**src/rtl/cpu_defs_pkg.sv**
```systemverilog
// rtl/cpu_defs_pkg.sv - shared opcode, exception and memory-access definitions
package cpu_defs_pkg;

    localparam logic [5:0] OP_LB  = 6'b100000;
    localparam logic [5:0] OP_LH  = 6'b100001;
    localparam logic [5:0] OP_LW  = 6'b100011;
    localparam logic [5:0] OP_LBU = 6'b100100;
    localparam logic [5:0] OP_LHU = 6'b100101;
    localparam logic [5:0] OP_SB  = 6'b101000;
    localparam logic [5:0] OP_SH  = 6'b101001;
    localparam logic [5:0] OP_SW  = 6'b101011;

    localparam int EXC_ADEL = 4;
    localparam int EXC_ADES = 5;

    localparam logic [1:0] SIZE_B = 2'd0;
    localparam logic [1:0] SIZE_H = 2'd1;
    localparam logic [1:0] SIZE_W = 2'd2;

    typedef enum logic [1:0] {
        IDLE      = 2'd0,
        WAIT_DATA = 2'd1,
        DONE      = 2'd2,
        DISCARD   = 2'd3
    } mem_state_t;

    function automatic logic [1:0] op_size(input logic [5:0] op);
        case (op)
            OP_LH, OP_LHU, OP_SH: op_size = SIZE_H;
            OP_LW, OP_SW:         op_size = SIZE_W;
            default:              op_size = SIZE_B;
        endcase
    endfunction

    function automatic logic op_is_load(input logic [5:0] op);
        op_is_load = (op == OP_LB) || (op == OP_LH) || (op == OP_LW) ||
                     (op == OP_LBU) || (op == OP_LHU);
    endfunction

endpackage

```
**src/rtl/mem_load_ext.sv**
```systemverilog
// rtl/mem_load_ext.sv - selects the addressed byte/half of a read word and extends it
module mem_load_ext
    import cpu_defs_pkg::*;
(
    input  logic [31:0] rdata,
    input  logic [5:0]  op,
    input  logic [1:0]  offset,
    output logic [31:0] data32
);

    logic [7:0]  byte_sel;
    logic [15:0] half_sel;

    always_comb begin
        case (offset)
            2'd0:    byte_sel = rdata[7:0];
            2'd1:    byte_sel = rdata[15:8];
            2'd2:    byte_sel = rdata[23:16];
            default: byte_sel = rdata[31:24];
        endcase
        half_sel = offset[1] ? rdata[31:16] : rdata[15:0];

        case (op)
            OP_LB:   data32 = {{24{byte_sel[7]}}, byte_sel};
            OP_LBU:  data32 = {24'd0, byte_sel};
            OP_LH:   data32 = {{16{half_sel[15]}}, half_sel};
            OP_LHU:  data32 = {16'd0, half_sel};
            default: data32 = rdata;
        endcase
    end

endmodule

```
**src/rtl/mem_access.sv**
```systemverilog
// rtl/mem_access.sv - MEM-stage load/store unit driving an SRAM-like request/addr_ok/data_ok bus
module mem_access
    import cpu_defs_pkg::*;
#(
    parameter int ADDR_W = 32,
    parameter int DATA_W = 32
) (
    input  logic              clk_i,
    input  logic              rst_i,
    input  logic              flush_i,
    input  logic              stall_i,
    input  logic              memen_i,
    input  logic              rmem_i,
    input  logic              wmem_i,
    input  logic [5:0]        op_i,
    input  logic [31:0]       aluout_i,
    input  logic [31:0]       rdata2_i,
    input  logic [7:0]        except_i,
    output logic              data_req_o,
    output logic              data_wr_o,
    output logic [1:0]        data_size_o,
    output logic [ADDR_W-1:0] data_addr_o,
    output logic [DATA_W-1:0] data_wdata_o,
    input  logic              data_addr_ok_i,
    input  logic              data_data_ok_i,
    input  logic [DATA_W-1:0] data_rdata_i,
    output logic [31:0]       load_data_o,
    output logic              stall_o,
    output logic [7:0]        except_o,
    output logic [31:0]       badvaddr_o
);

    mem_state_t  state;
    mem_state_t  state_nxt;
    logic [5:0]  op_q;
    logic [1:0]  off_q;
    logic        is_half;
    logic        is_word;
    logic        misaligned;
    logic        adel;
    logic        ades;
    logic        access_valid;
    logic [31:0] ext_data;

    always_comb begin
        is_half    = (op_size(op_i) == SIZE_H);
        is_word    = (op_size(op_i) == SIZE_W);
        misaligned = (is_half && aluout_i[0]) || (is_word && (aluout_i[1:0] != 2'b00));
        adel       = memen_i && rmem_i && misaligned;
        ades       = memen_i && wmem_i && misaligned;

        except_o           = except_i;
        except_o[EXC_ADEL] = except_i[EXC_ADEL] | adel;
        except_o[EXC_ADES] = except_i[EXC_ADES] | ades;
        badvaddr_o         = (adel || ades) ? aluout_i : 32'd0;
    end

    // Any pending exception (ours or upstream) or a flush suppresses the bus access.
    assign access_valid = memen_i && (except_o == 8'd0) && !flush_i;

    assign data_addr_o = aluout_i[ADDR_W-1:0];
    assign data_size_o = op_size(op_i);

    always_comb begin
        case (op_size(op_i))
            SIZE_B:  data_wdata_o = {4{rdata2_i[7:0]}};
            SIZE_H:  data_wdata_o = {2{rdata2_i[15:0]}};
            default: data_wdata_o = rdata2_i;
        endcase
    end

    mem_load_ext u_load_ext (
        .rdata  (data_rdata_i[31:0]),
        .op     (op_q),
        .offset (off_q),
        .data32 (ext_data)
    );

    always_ff @(posedge clk_i) begin
        if (rst_i) begin
            state <= IDLE;
        end else begin
            state <= state_nxt;
        end
    end

    always_comb begin
        state_nxt = state;
        case (state)
            IDLE: begin
                if (access_valid && data_addr_ok_i) state_nxt = WAIT_DATA;
            end
            WAIT_DATA: begin
                if (data_data_ok_i && flush_i) state_nxt = IDLE;
                else if (data_data_ok_i)       state_nxt = DONE;
                else if (flush_i)              state_nxt = DISCARD;
            end
            DONE: begin
                if (flush_i || !stall_i) state_nxt = IDLE;
            end
            DISCARD: begin
                if (data_data_ok_i) state_nxt = IDLE;
            end
            default: state_nxt = IDLE;
        endcase
    end

    always_comb begin
        data_req_o = 1'b0;
        data_wr_o  = 1'b0;
        stall_o    = 1'b0;
        case (state)
            IDLE: begin
                data_req_o = access_valid;
                data_wr_o  = wmem_i;
                stall_o    = access_valid;
            end
            WAIT_DATA: stall_o = 1'b1;
            DISCARD:   stall_o = memen_i;
            default:   stall_o = 1'b0;
        endcase
    end

    // The extender works on the op/offset captured at address accept, not the live pipeline inputs.
    always_ff @(posedge clk_i) begin
        if (rst_i) begin
            op_q        <= 6'd0;
            off_q       <= 2'd0;
            load_data_o <= 32'd0;
        end else begin
            if ((state == IDLE) && access_valid && data_addr_ok_i) begin
                op_q  <= op_i;
                off_q <= aluout_i[1:0];
            end
            if ((state == WAIT_DATA) && data_data_ok_i && !flush_i && op_is_load(op_q)) begin
                load_data_o <= ext_data;
            end
        end
    end

endmodule

```
**config.mk**
```make
export PLATFORM = sky130hd
export DESIGN_NAME = mem_access
export DESIGN_NICKNAME = d
export VERILOG_FILES = /design/src/rtl/cpu_defs_pkg.sv /design/src/rtl/mem_load_ext.sv /design/src/rtl/mem_access.sv
export SDC_FILE = /design/constraint.sdc
export NUM_CORES = 1
export LEC_CHECK = 0
export CORE_MARGIN = 2
export CORE_UTILIZATION = 30
export DETAILED_ROUTE_END_ITERATION = 16
export GPL_TIMING_DRIVEN = 0
export PLACE_DENSITY = 0.73
export RECOVER_POWER = 100
export SYNTH_ARGS = -nofsm -noshare
export SYNTH_HDL_FRONTEND = slang
export SYNTH_SLANG_ARGS = --single-unit
```
**constraint.sdc**
```tcl
create_clock -name clk_i -period 3.25 [get_ports clk_i]
set_input_delay 0.65 -clock clk_i [delete_from_list [all_inputs] [get_ports clk_i]]
set_output_delay 0.65 -clock clk_i [all_outputs]
set_load 0.02 [all_outputs]
```
==> flow_metrics.tcl <==
set metrics [dict create \
    ctsHtreeMaxLevel 2 \
    fin_worst_skew_ns 0.00247 \
    crit_buf_inv 4 \
    syn-instance-count 384 \
    dp_cells 782 \
    commonest_cells_post_synth "buf_4, dfxtp_1, nor2_1" \
    dp_worst_setup_slack_ns -0.674 \
    critical-path-top-delay-family "buffers and inverters" \
    place_hpwl_mm 10.9 \
    totalPowerFinal_mw 1.48 \
    place.port_buffers 258 \
    worst_slew_margin_rel_pct 29.8 \
    worstReg2RegStart "op_q[3]" \
    startpoint_type "primary input" \
    global_route_wire_length_before_repair_mm 19.2 \
    post_route_cells_drive_above_1_share_pct 17.6 \
    yosysTopAreaCellShare_pct 24.9 \
    gp_routability_congestion 0.893 \
    power_frac_comb_pct 31.8 \
    ys_top_cells_by_area "dfxtp_1, buf_4, and2_1" \
    count_of_final_hold_check_violations 0 \
    synth_area_sq_mm 0.00338 \
    layout-area-overhead-vs-synth_pct 84.9 \
    drc 0 \
    first_global_vias 3933 \
    internal-power_mw 1.09 \
    critical_path_peak_fanout 4 \
    ys_types 47 \
    floorplan.io_pins 260 \
    timing.reg2reg.setup_slack_ns 0.95 \
    synthDominantAreaCellType "dfxtp_1" \
    power_density_mw_per_mm2 236 \
    post_drt_via_cell_ratio 4.90 \
    drt_iter0_drc 131 \
    asyncSetResetFlopFracSynth_pct 0 \
    cts.path.max_buffers 2 \
    min_delay_worst_endpoint "load_data_o[7]" \
    final.min_clock_period_ns 3.16 \
    detail-route-antenna-nets 0 \
    num_rows 38 \
    global_route_overflow 0 \
    hold_path_depth 2 \
    layout_setup_ws_ns 0.0877 \
    fin_area_sq_mm 0.00625 \
    timing.critical_path.slowest_cell_delay_ns 0.50 \
    power.switching_uw 390 \
    grt_max_degree 13 \
    finalWirelength_mm 13.3 \
    die_h_microns 110 \
    rr_worst_depth 5 \
    route.detailed.wl_per_inst_microns 16.7 \
    grt_antenna_before_repair 0 \
    synth_seq_cells 42 \
    yosys_warnings 0 \
    worstSkewPairLatency_ns 0.28 \
    clkSinkCount 42 \
    critical_path.slowest_cell "clkdlybuf4s50_1" \
    hold_path_class "reg -> reg" \
    timing.max_cap.violations 0 \
    endpoint_of_the_most_critical_register_to_register_path "load_data_o[7]" \
    floorplan.die.width_microns 110 \
    data_arrival_time_of_the_worst_path_ns 2.51 \
    power.share.sequential_pct 34.9 \
    design.final.nets 776 \
    synth.yosys.seq_area_share_pct 24.9 \
    dpl-instance-area_sq_mm 0.00614 \
    power.ir.vdd_worst_uv 205 \
    timing.critical_path.cells "clkdlybuf4s50_1 > nand3b_4 > nor3b_4 > buf_4 > nor2_4 > buf_2 > mux2_2 > dlygate4sd2_1" \
    worstPathRequired_ns 2.60 \
    tritoncts_clock_tree "built" \
    p_leak_nw 2.73 \
    source_of_the_worst_hold_timing_path "load_data_o[7]" \
    vias_after_detailed_routing 3911 \
    grt_setup_unrepaired "no" \
    synth_nets 503 \
    sw_frac_of_total_pct 26.4 \
    clkSlewWorstSetupHoldPaths_ns 0.06 \
    drt_pass1_iterations 5 \
    antenna-diode-count 0 \
    clock_tree.root_cell "clkbuf_16" \
    finalSetupViolations 0 \
    floorplan.initialDensity_pct 30.9 \
    synthMostInstantiatedCell "buf_4" \
    power.share.clock_pct 33.3 \
    avgSynthCellArea_sq_um 8.80 \
    synth_flop_cell "dfxtp_1" \
    cts_inserted_buffers 5 \
    finalCritPeriodShare_pct 97.3 \
    fmax_mhz 316 \
    endpoint_kind "primary output" \
    synth-edff-count 0 \
    outcome "completed" \
    core-area_sq_mm 0.0109 \
    grt_usage_pct 20.4 \
    dieArea_sq_mm 0.0121 \
    max_slew.worst_pin.slew_ns 1.04 \
    report.final.slew_viol_count 0 \
    instances_no_fill 798 \
    critical_path_class "in -> out" \
]
layer usage:
| layer | up-vias | wire, microns | GRT usage, % |
|---|---|---|---|
| li1 | 1885 | - | - |
| met5 | - | 0 | 0 |
| met2 | 198 | 6780 | 37.9 |
| met4 | 0 | 260 | 6.70 |
| met1 | 1808 | 4990 | 22.4 |
| met3 | 20 | 1280 | 5.11 |
cell usage in the layout (no fill, tap or decap), drive strengths merged, types with 2 or more instances in the layout:
master / synthesis / final
a31oi: 3 / 3
nand2: 34 / 34
mux2i: 9 / 9
nor2b: 3 / 3
o22ai: 7 / 7
clkbuf: 12 / 28
nor2: 37 / 37
dlygate4sd3: 0 / 82
a311oi: 24 / 24
a21oi: 9 / 9
inv: 4 / 4
dlygate4sd2: 0 / 59
buf: 61 / 62
a21o: 10 / 10
and2: 34 / 34
clkdlybuf4s15: 0 / 2
a22o: 15 / 15
nor4: 3 / 3
nand3b: 2 / 2
mux4: 8 / 8
dfxtp: 42 / 42
o21ai: 6 / 6
clkdlybuf4s50: 0 / 112
a211oi: 2 / 2
or4b: 2 / 2
mux2: 16 / 16
nand2b: 26 / 26
worst register-to-register path: cells and delay by family (launching register included):
family | cells | cell delay (ns)
buf+inv | 1 | 0.49
compound gates | 3 | 0.97
flops | 1 | 0.35
simple gates | 1 | 0.42
stage by stage:
step	hold WS, ns	setup TNS (ns)	util (%)
after detailed placement	0.462	-31.70	56.1
after CTS	0.474	0	57.6
after global routing	0.481	0	57.1
after floorplan	0.466	0	-
after global placement	0.463	-28.80	56.1
final	0.468	0	57.1
what timing repair did:
item	4_1_cts	5_1_grt
hold buffers	0	0
setup endpoints to repair	61	7
hold endpoints to repair	0	0
gates resized for setup	74	7
buffers inserted	8	0
pin swaps	5	0
cell families (layout without fill, tap and decap cells):
group | Yosys count | in the layout | synth area share, %
AND/OR/NAND/NOR | 148 | 148 | 24.8
AO/OA/AOI/OAI | 84 | 84 | 22.0
buffers and inverters | 77 | 351 | 15.0
flip-flops | 42 | 42 | 24.9
multiplexers | 33 | 33 | 13.3
flip-flops by register name (all words and copies together) (netlist names):
signal	flops
state	2
off_q	2
load_data_o	32
op_q	6
worst max-delay path by stage:
stage | startpoint | to | slack, ns | cells after the start
floorplan | op_i[4] | data_wdata_o[14] | 0.52 | 5
global placement | op_i[0] | data_wdata_o[15] | -0.61 | 7
detailed placement | op_i[0] | data_wdata_o[15] | -0.67 | 7
CTS | op_i[5] | data_wdata_o[14] | 0.01 | 8
global route | op_i[4] | data_wdata_o[13] | 0.006 | 8
finish | op_i[4] | data_wdata_o[12] | 0.09 | 8
power groups by stage:
stage	Combinational (mW)	Clock [mW]	Sequential, mW
after global placement	0.494	0	0.526
after CTS	0.485	0.503	0.515
final	0.469	0.492	0.515
after floorplan	0.198	0	0.526
after detailed placement	0.495	0	0.526
after global routing	0.494	0.523	0.515
area by class of cell:
class | instances | area, sq um
Buffer | 73 | 479
Clock buffer | 7 | 143
Clock inverter | 1 | 5.00
Fill cell | 1023 | 4690
Inverter | 4 | 15.0
Multi-Input combinational cell | 265 | 2040
Sequential cell | 42 | 841
Tap cell | 140 | 175
Timing Repair Buffer | 266 | 2550
(Power assumes the default switching activity.)
